### config.mk
export PLATFORM = sky130hd
export DESIGN_NAME = traffic_phase_seq_flat
export DESIGN_NICKNAME = d
export VERILOG_FILES = /design/src/rtl/traffic_phase_seq_if.sv /design/src/rtl/traffic_phase_seq.sv /design/src/flat_wrapper.sv
export SDC_FILE = /design/constraint.sdc
export NUM_CORES = 1
export LEC_CHECK = 0
export BUFFER_PORTS_ARGS = -buffer_cell sky130_fd_sc_hd__buf_2
export CAP_MARGIN = 15
export CELL_PAD_IN_SITES_DETAIL_PLACEMENT = 1
export CELL_PAD_IN_SITES_GLOBAL_PLACEMENT = 1
export CORE_MARGIN = 2
export CORE_UTILIZATION = 42
export DETAILED_ROUTE_END_ITERATION = 16
export GPL_ROUTABILITY_DRIVEN = 0
export PLACE_DENSITY_LB_ADDON = 0.12
export SYNTH_ARGS = -nofsm -noshare
export SYNTH_HDL_FRONTEND = slang
export SYNTH_SLANG_ARGS = --single-unit
### constraint.sdc
create_clock -name clk -period 4.3 [get_ports clk]
set_input_delay 0 -clock clk [delete_from_list [all_inputs] [get_ports clk]]
set_output_delay 0 -clock clk [all_outputs]
set_load 0.01 [all_outputs]
### src/rtl/traffic_phase_seq_if.sv
// Sensor inputs and decoder-facing outputs of the traffic phase sequencer.
// master = sequencer side, slave = sensor/decoder side.
interface traffic_phase_seq_if;
  logic        car_in;
  logic        line_in;
  logic [31:0] counter;
  logic [31:0] car_num;
  logic        line_sen;
  logic [7:0]  sec_left;

  modport master (
    input  car_in, line_in,
    output counter, car_num, line_sen, sec_left
  );

  modport slave (
    output car_in, line_in,
    input  counter, car_num, line_sen, sec_left
  );
endinterface

### src/rtl/traffic_phase_seq.sv
// One-second tick phase sequencer (red/yellow/green/yellow) with car counting and yellow-phase
// stop-line violation latch. Optional green extension: define TRAFFIC_GREEN_EXT_EN.
module traffic_phase_seq #(
  parameter int unsigned CLK_PER_SEC = 50_000_000,
  parameter int unsigned RED_SEC     = 10,
  parameter int unsigned YEL_SEC     = 2,
  parameter int unsigned GRN_SEC     = 10,
  parameter int unsigned CAR_THRESH  = 8,
  parameter int unsigned EXT_SEC     = 5,
  parameter logic [31:0] CNT_INIT    = 32'd0
) (
  input  logic                clk,
  input  logic                rst,
  traffic_phase_seq_if.master bus
);

  localparam int PW = (CLK_PER_SEC > 1) ? $clog2(CLK_PER_SEC) : 1;

  typedef enum logic [1:0] {
    PH_RED  = 2'd0,
    PH_YEL1 = 2'd1,
    PH_GRN  = 2'd2,
    PH_YEL2 = 2'd3
  } phase_e;

  logic [PW-1:0] presc_q, presc_d;
  logic [31:0]   counter_q, counter_d;
  logic [31:0]   car_num_q, car_num_d;
  logic          line_sen_q, line_sen_d;
  logic [7:0]    sec_left_q, sec_left_d;
  logic          car_s1_q, car_s2_q, car_prev_q, car_edge_q;
  logic          line_s1_q, line_s2_q;
  logic          tick;
  logic          advance;
  phase_e        phase, phase_next;

`ifdef TRAFFIC_GREEN_EXT_EN
  logic          ext_q, ext_d;
`else
  logic          unused_cfg;
  assign unused_cfg = ^{CAR_THRESH[0], EXT_SEC[0]};
`endif

  function automatic logic [7:0] phase_dur(phase_e p);
    case (p)
      PH_RED:  phase_dur = 8'(RED_SEC);
      PH_GRN:  phase_dur = 8'(GRN_SEC);
      default: phase_dur = 8'(YEL_SEC);
    endcase
  endfunction

  always_ff @(posedge clk) begin
    if (rst) begin
      presc_q    <= '0;
      counter_q  <= CNT_INIT;
      car_num_q  <= '0;
      line_sen_q <= 1'b0;
      sec_left_q <= 8'(RED_SEC);
      car_s1_q   <= 1'b0;
      car_s2_q   <= 1'b0;
      car_prev_q <= 1'b0;
      car_edge_q <= 1'b0;
      line_s1_q  <= 1'b0;
      line_s2_q  <= 1'b0;
`ifdef TRAFFIC_GREEN_EXT_EN
      ext_q      <= 1'b0;
`endif
    end else begin
      presc_q    <= presc_d;
      counter_q  <= counter_d;
      car_num_q  <= car_num_d;
      line_sen_q <= line_sen_d;
      sec_left_q <= sec_left_d;
      car_s1_q   <= bus.car_in;
      car_s2_q   <= car_s1_q;
      car_prev_q <= car_s2_q;
      // Registered edge pulse keeps the sensor path fully isolated from car_num.
      car_edge_q <= car_s2_q & ~car_prev_q;
      line_s1_q  <= bus.line_in;
      line_s2_q  <= line_s1_q;
`ifdef TRAFFIC_GREEN_EXT_EN
      ext_q      <= ext_d;
`endif
    end
  end

  always_comb begin
    tick       = (presc_q == PW'(CLK_PER_SEC - 1));
    presc_d    = tick ? '0 : presc_q + 1'b1;
    phase      = phase_e'(counter_q[1:0]);
    advance    = 1'b0;
    sec_left_d = sec_left_q;
`ifdef TRAFFIC_GREEN_EXT_EN
    ext_d      = ext_q;
`endif

    if (tick) begin
      if (sec_left_q > 8'd1) begin
        sec_left_d = sec_left_q - 8'd1;
      end
`ifdef TRAFFIC_GREEN_EXT_EN
      else if (phase == PH_GRN && car_num_q >= CAR_THRESH && !ext_q) begin
        sec_left_d = 8'(EXT_SEC);
        ext_d      = 1'b1;
      end
`endif
      else begin
        advance = 1'b1;
      end
    end

    counter_d  = counter_q + {31'd0, advance};
    phase_next = phase_e'(counter_d[1:0]);
    if (advance) begin
      sec_left_d = phase_dur(phase_next);
`ifdef TRAFFIC_GREEN_EXT_EN
      ext_d      = 1'b0;
`endif
    end

    if (advance) begin
      line_sen_d = (phase_next == PH_YEL1 || phase_next == PH_YEL2) && line_s2_q;
    end else if (phase == PH_YEL1 || phase == PH_YEL2) begin
      line_sen_d = line_sen_q | line_s2_q;
    end else begin
      line_sen_d = 1'b0;
    end

    // A car edge coinciding with red entry counts as the first car of the new cycle.
    if (advance && phase_next == PH_RED) begin
      car_num_d = {31'd0, car_edge_q};
    end else if (car_edge_q && car_num_q != 32'hFFFF_FFFF) begin
      car_num_d = car_num_q + 32'd1;
    end else begin
      car_num_d = car_num_q;
    end
  end

  assign bus.counter  = counter_q;
  assign bus.car_num  = car_num_q;
  assign bus.line_sen = line_sen_q;
  assign bus.sec_left = sec_left_q;

endmodule

### src/flat_wrapper.sv
// flat-port wrapper written by rule: the top's interface ports become plain ports
module traffic_phase_seq_flat 
#(
  parameter int unsigned CLK_PER_SEC = 50_000_000,
  parameter int unsigned RED_SEC     = 10,
  parameter int unsigned YEL_SEC     = 2,
  parameter int unsigned GRN_SEC     = 10,
  parameter int unsigned CAR_THRESH  = 8,
  parameter int unsigned EXT_SEC     = 5,
  parameter logic [31:0] CNT_INIT    = 32'd0
)
  (clk, rst, bus_car_in, bus_line_in, bus_counter, bus_car_num, bus_line_sen, bus_sec_left);
  traffic_phase_seq_if bus_i ();
  input  logic clk;
  input  logic rst;
  input wire logic [$bits(bus_i.car_in)-1:0] bus_car_in;
  input wire logic [$bits(bus_i.line_in)-1:0] bus_line_in;
  output wire logic [$bits(bus_i.counter)-1:0] bus_counter;
  output wire logic [$bits(bus_i.car_num)-1:0] bus_car_num;
  output wire logic [$bits(bus_i.line_sen)-1:0] bus_line_sen;
  output wire logic [$bits(bus_i.sec_left)-1:0] bus_sec_left;
  assign bus_i.car_in = bus_car_in;
  assign bus_i.line_in = bus_line_in;
  assign bus_counter = bus_i.counter;
  assign bus_car_num = bus_i.car_num;
  assign bus_line_sen = bus_i.line_sen;
  assign bus_sec_left = bus_i.sec_left;
  traffic_phase_seq #(.CLK_PER_SEC(CLK_PER_SEC), .RED_SEC(RED_SEC), .YEL_SEC(YEL_SEC), .GRN_SEC(GRN_SEC), .CAR_THRESH(CAR_THRESH), .EXT_SEC(EXT_SEC), .CNT_INIT(CNT_INIT)) u_core (.clk(clk), .rst(rst), .bus(bus_i));
endmodule
==> results of run 1 <==
==> area by class of cell <==
cell class                      count  area share (%)
Multi-Input combinational cell    436            47.1
Clock inverter                      6            1.18
Clock buffer                       10            3.99
Inverter                           11           0.719
Timing Repair Buffer               81            7.32
Tap cell                          143            3.11
Sequential cell                   105            36.6
==> power by group through the flow <==
stage                     Sequential [mW]  Clock (mW)  Combinational [mW]
after floorplan                      1.00           0              0.0219
after global placement               1.00           0              0.0278
after detailed placement             1.00           0              0.0287
after CTS                           0.981       0.854              0.0302
after global routing                0.981       0.891              0.0340
final                               0.981       0.835              0.0293
==> worst max-delay path, cell delays in order, from the launching register on <==
cell and delay, ps:
dfxtp_1 380, ha_1 210, nand3_1 210, nor3_2 490, and3_1 310, ha_1 200
ha_1 230, nand2_1 150, nor3_1 220, buf_4 190, nand2_1 100, or3_1 370
a21oi_1 140
==> metal layers <==
layer | global-route usage (%) | part of all wire [%]
met1 | 26.7 | 47
met2 | 34.9 | 49
met3 | 2.81 | 2.3
met4 | 8.05 | 1.8
met5 | 0 | 0
==> through the flow <==
stage                     power (mW)  worst slack, ps
after floorplan                 1.02             1070
after global placement          1.03             1170
after detailed placement        1.03             1030
after CTS                       1.86              997
after global routing            1.91              682
final                           1.85             1040
==> how the worst max path moves through the flow <==
stage | depth (start not counted) | to | from
2_1_floorplan | 10 | u_core.bus.counter[28] | u_core.bus.sec_left[2]
3_3_place_gp | 11 | u_core.bus.counter[28] | u_core.bus.sec_left[2]
3_5_place_dp | 12 | u_core.bus.counter[28] | u_core.presc_q[0]
4_1_cts | 12 | u_core.bus.counter[28] | u_core.presc_q[0]
5_1_grt | 12 | u_core.bus.counter[28] | u_core.presc_q[0]
6_report | 12 | u_core.bus.counter[28] | u_core.presc_q[0]
==> state kept, by name, indices dropped and copies added, names as in the netlist <==
register             flops
u_core.bus.car_num      32
u_core.bus.counter      32
u_core.bus.line_sen      1
u_core.bus.sec_left      8
u_core.car_edge_q        1
u_core.car_prev_q        1
u_core.car_s1_q          1
u_core.car_s2_q          1
u_core.line_s1_q         1
u_core.line_s2_q         1
u_core.presc_q          26
==> cell usage in the layout (no fill, tap or decap), types with 2 or more instances in the layout <==
cell	n
or4_1	17
inv_1	11
or2_2	3
nor2_1	78
nand4_1	35
nor2b_1	11
nand2_1	28
clkinvlp_4	2
and4_1	10
o31ai_1	13
xnor2_1	17
dfxtp_1	105
a41oi_1	2
nand3_1	39
xor2_1	38
o21ai_0	15
mux2i_1	2
or3_1	19
nor3b_1	2
buf_4	2
nor4_1	3
and3_1	10
a21oi_1	32
and2_1	4
mux2_2	3
buf_2	77
nor3_1	18
nand4b_1	3
dlygate4sd3_1	2
clkbuf_16	9
ha_1	8
==> kinds of logic after synthesis <==
group                    after synthesis
adder cells (fa/ha/maj)                8
flip-flops                           105
XOR/XNOR                              55
buffers and inverters                 31
AO/OA/AOI/OAI                         73
AND/OR/NAND/NOR                      295
multiplexers                           5
==> flow_metrics.py, run 1 <==
metrics = {
    "sta": {
        "max_slew.worst_pin.slew_ps": 898,
        "final_max_slew_viol_count": 0,
        "min_period_ps": 3260,
        "max_slew_margin_pct": 40.1,
        "fin_crit_sh_pct": 75.9,
        "rsz0062_at_grt": "no",
        "finalSetupViolations": 0,
        "holdWs_ps": 229,
        "clock_skew_ps": 11.4,
        "fmax_mhz": 306,
        "final.setup.tns_ps": 0,
        "finalHoldViolCount": 0,
    },
    "route": {
        "firstDrtPassIters": 4,
        "drt_iter0_drc": 184,
        "vias": 4466,
        "drcViolationCount": 0,
        "routed_wl_um": 12400,
        "drt-wirelength-per-cell_um": 15.7,
        "postRouteAntennaNets": 0,
        "avgViaCountPerCell": 5.64,
    },
    "clock_tree": {
        "cts_buffer_depth": 2,
        "numCtsBuffers": 9,
        "ctsRootBufferMaster": "clkbuf_16",
        "ctsResizeCount": 0,
        "cts_tree": "built",
        "clk_pin_slew_ps": 80,
        "insertion_delay_ps": 360,
        "clock-sinks": 105,
        "postCtsHoldBufs": 2,
        "cts_setup_buffers": 0,
        "h-tree-depth": 3,
    },
    "cells_and_area": {
        "nNetsFinal": 656,
        "multi_input_area_mm2": 0.00271,
        "final_cells": 792,
        "area_growth_pct": 16.5,
        "layout-drive-gt1-share_pct": 17.1,
        "postLayoutCellArea_mm2": 0.00574,
        "final_util_pct": 50.3,
        "seq_area_mm2": 0.00210,
        "antenna_cells": 0,
        "fillerInstances": 1415,
    },
    "setup_path": {
        "critPathKind": "reg -> reg",
        "r2r_end": "u_core.bus.counter[28]",
        "endpoint_kind": "register",
        "critical_path_required_ps": 4580,
        "crit_arrival_ps": 3540,
        "r2r_start": "u_core.presc_q[0]",
        "crit_path_max_fanout": 9,
        "critPathLaunchType": "register",
        "r2r_slack_ps": 1040,
        "r2r_cells": 12,
    },
    "power": {
        "p_comb_share_pct": 1.6,
        "p_sw_mw": 0.407,
        "power_frac_seq_pct": 53.2,
        "ir_drop_uv": 194,
        "power_density_mw_per_mm2": 321,
        "p_sw_share_pct": 22.0,
        "internal-power_mw": 1.44,
        "clkPwrFrac_pct": 45.3,
        "p_leak_nw": 2.14,
    },
    "worst_hold_path": {
        "hold_start": "rst",
        "hold-path-endpoint": "u_core.bus.counter[10]",
        "hold_class": "in -> reg",
        "whs_path_depth": 2,
    },
    "placement": {
        "numPlacedInstances": 773,
        "post_dp_cell_area_mm2": 0.00542,
        "portBuffers": 76,
        "hpwl_um": 9020,
    },
    "grt": {
        "grt_usage_pct": 20.6,
        "grt_pass1_wl_um": 21600,
        "grt_remaining_overflow": 0,
        "grt_pass1_vias": 4393,
        "grt_max_degree": 49,
        "antenna_found_initial": 0,
    },
    "logic_synthesis": {
        "synth_common_cells": "105 x dfxtp_1, 78 x nor2_1, 39 x nand3_1, 38 x xor2_1, 35 x nand4_1",
        "syn_nets": 584,
        "synth_top_area_share_pct": 42.6,
        "synth_top_family_by_area": "simple AND/OR/NAND/NOR gates",
        "ys_warn_count": 0,
        "synth.area.mux_share_pct": 1.09,
        "synth_xor_xnor_area_share_pct": 9.77,
        "synth_fa_ha_area_share_pct": 2.03,
        "synth_area_leader_cell": "dfxtp_1",
        "synthFlopType": "dfxtp_1",
        "netlist_area_mm2": 0.00493,
        "synth_cell_types": 55,
        "ys_ff_latch": 105,
        "synth_edf_count": 0,
        "ys_async_sr_fraction_pct": 0,
        "synth_area_leaders": "dfxtp_1 43%, xor2_1 6.7%, nor2_1 5.9%",
        "synth_compound_area_share_pct": 9.01,
        "synthSimpleGateAreaFrac_pct": 33.0,
        "synth_area_per_cell_um2": 8.62,
        "yosysMostFrequentCell": "dfxtp_1",
        "ys_seq_area_share_pct": 42.6,
        "synth_cells": 572,
    },
    "floorplan": {
        "num_rows": 39,
        "io_pins": 77,
        "die_w_um": 112,
        "dieArea_mm2": 0.0126,
        "initial_core_util_pct": 43.2,
        "fp.dieH_um": 112,
        "core_area_mm2": 0.0114,
    },
    "job": {
        "max_cap_violations": 0,
    },
    "outcome": {
        "outcome": "completed",
    },
}
Note: power is estimated with default switching activity, not from simulation.
==> run 2: changes to the inputs <==
Settings changed: CORE_UTILIZATION 42 to 38.
Clock period 4.3 ns to 2.65 ns, I/O delays scaled along.
==> run 2 against run 1 <==
Flip-flop and latch count did not move. Largest power group unchanged. Critical endpoint is now u_core.bus.counter[27]. Utilization is 1.2 points lower. Critical path depth is 2 lower.
==> flow_metrics.py, run 2 (same netlist as run 1, synthesis figures left out) <==
metrics = {
    "sta": {
        "worst_slack_ps": 81.4,
        "max_slew.worst_pin.slew_ps": 896,
        "final.setup.tns_ps": 0,
        "finalHoldViolCount": 0,
        "max_slew_margin_pct": 40.3,
        "fin_crit_sh_pct": 96.9,
        "holdWs_ps": 258,
        "fmax_mhz": 389,
        "rsz0062_at_grt": "yes",
        "min_period_ps": 2570,
        "finalSetupViolations": 0,
        "clock_skew_ps": 7.64,
        "final_max_slew_viol_count": 0,
    },
    "clock_tree": {
        "h-tree-depth": 3,
        "ctsRootBufferMaster": "clkbuf_16",
        "numCtsBuffers": 9,
        "cts_buffer_depth": 2,
        "clock-sinks": 105,
        "clk_pin_slew_ps": 70,
        "cts_tree": "built",
        "insertion_delay_ps": 350,
    },
    "setup_path": {
        "r2r_start": "u_core.bus.sec_left[3]",
        "crit_path_max_fanout": 6,
        "endpoint_kind": "register",
        "critPathLaunchType": "register",
        "critPathKind": "reg -> reg",
        "critical_path_required_ps": 2920,
        "crit_start": "u_core.bus.sec_left[3]",
        "crit_arrival_ps": 2840,
    },
    "placement": {
        "pre_cts_slack_ps": -57.4,
        "post_dp_cell_area_mm2": 0.00574,
        "hpwl_um": 9700,
        "portBuffers": 76,
    },
    "grt": {
        "grt_pass1_vias": 4705,
        "antenna_found_initial": 0,
        "grt_pass1_wl_um": 23100,
        "grt_remaining_overflow": 0,
        "grt_max_degree": 49,
        "grt_usage_pct": 20.1,
    },
    "cells_and_area": {
        "antenna_cells": 0,
        "nNetsFinal": 693,
        "postLayoutCellArea_mm2": 0.00622,
        "final_cell_mix": "103 x dfxtp_1, 78 x nor2_1, 76 x buf_2",
        "area_growth_pct": 26.2,
        "layout-drive-gt1-share_pct": 23.6,
        "final_common_cell": "dfxtp_1",
    },
    "route": {
        "firstDrtPassIters": 6,
        "avgViaCountPerCell": 5.42,
        "postRouteAntennaNets": 0,
        "drt-wirelength-per-cell_um": 15.9,
        "drcViolationCount": 0,
        "routed_wl_um": 13600,
        "vias": 4654,
        "drt_iter0_drc": 176,
    },
    "floorplan": {
        "initial_core_util_pct": 38.9,
        "dieArea_mm2": 0.0139,
        "die_w_um": 118,
        "fp.dieH_um": 118,
        "core_area_mm2": 0.0127,
        "io_pins": 77,
        "num_rows": 41,
    },
    "power": {
        "p_leak_nw": 2.40,
        "ir_drop_uv": 269,
        "power_density_mw_per_mm2": 499,
    },
    "worst_hold_path": {
        "hold_start": "rst",
        "hold_class": "in -> reg",
    },
    "job": {
        "max_cap_violations": 0,
    },
    "outcome": {
        "outcome": "completed",
    },
}
==> run 2: cell types whose count changed in the layout (fill, tap and decap cells not counted), moves of 2 or more <==
cell,change
ha_4,+2
dfxtp_2,+2
a21oi_1,-2
buf_4,+35
nand2_1,-2
ha_1,-2
nor3_4,+2
and3_1,-2
dfxtp_1,-2
a21oi_2,+2
and3_4,+2
==> run 2: worst paths after layout <==
check	to	slack [ps]	cells past startpoint
worst max-delay path	u_core.bus.counter[27]	80	10
worst min-delay path	u_core.bus.counter[22]	260	2
worst max register to register	u_core.bus.counter[27]	80	10
worst min register to register	u_core.car_edge_q	390	1
==> run 2: critical path, cell delays in order, from the launching register on <==
cell and delay [ps]:
dfxtp_2 320, or4_4 550, nor4_4 170, and3_4 260, buf_4 120, ha_1 140, and3_4 220, nand3_2 100
buf_6 160, or3_4 320, a21oi_2 140
==> run 2: timing repair <==
action,4_1_cts,5_1_grt
hold buffers,2,0
endpoints found under the hold margin,2,0
endpoints found under the setup margin,31,46
gates resized for setup,12,1
pin swaps,5,7
setup buffers,5,4
gates cloned,1,0
==> run 2: per-stage QoR <==
stage	utilization (%)	cells	power, mW
final	49.1	858	3.10
after global routing	49.1	858	3.23
after CTS	48.8	854	3.14
after detailed placement	45.3	830	1.68
after global placement	45.3	830	1.68
after floorplan	-	572	1.66
==> run 2: area by class of cell <==
| class | instances | area, um^2 |
|---|---|---|
| fill | 1563 | 6450 |
| multi-input combinational | 436 | 2800 |
| sequential | 105 | 2100 |
| timing repair buffer | 118 | 737 |
| clock buffer | 12 | 246 |
| tap | 172 | 215 |
| clock inverter | 4 | 76.3 |
| inverter | 11 | 41.3 |
==> run 2: power by group <==
part / total, mW / internal (mW) / switching (mW)
logic: 0.0615 / 0.0218 / 0.0397
clock network: 1.45 / 0.857 / 0.594
registers: 1.59 / 1.58 / 0.00618
total: 3.10 / 2.46 / 0.640
==> run 2: routing by layer <==
layer | routed length [um] | track usage [%] | up-vias | part of all wire, %
li1 | - | - | 2293 | -
met1 | 6310 | 25.4 | 2283 | 46
met2 | 6750 | 34.5 | 62 | 50
met3 | 332 | 3.10 | 16 | 2.4
met4 | 216 | 7.30 | 0 | 1.6
met5 | 0 | 0 | - | 0
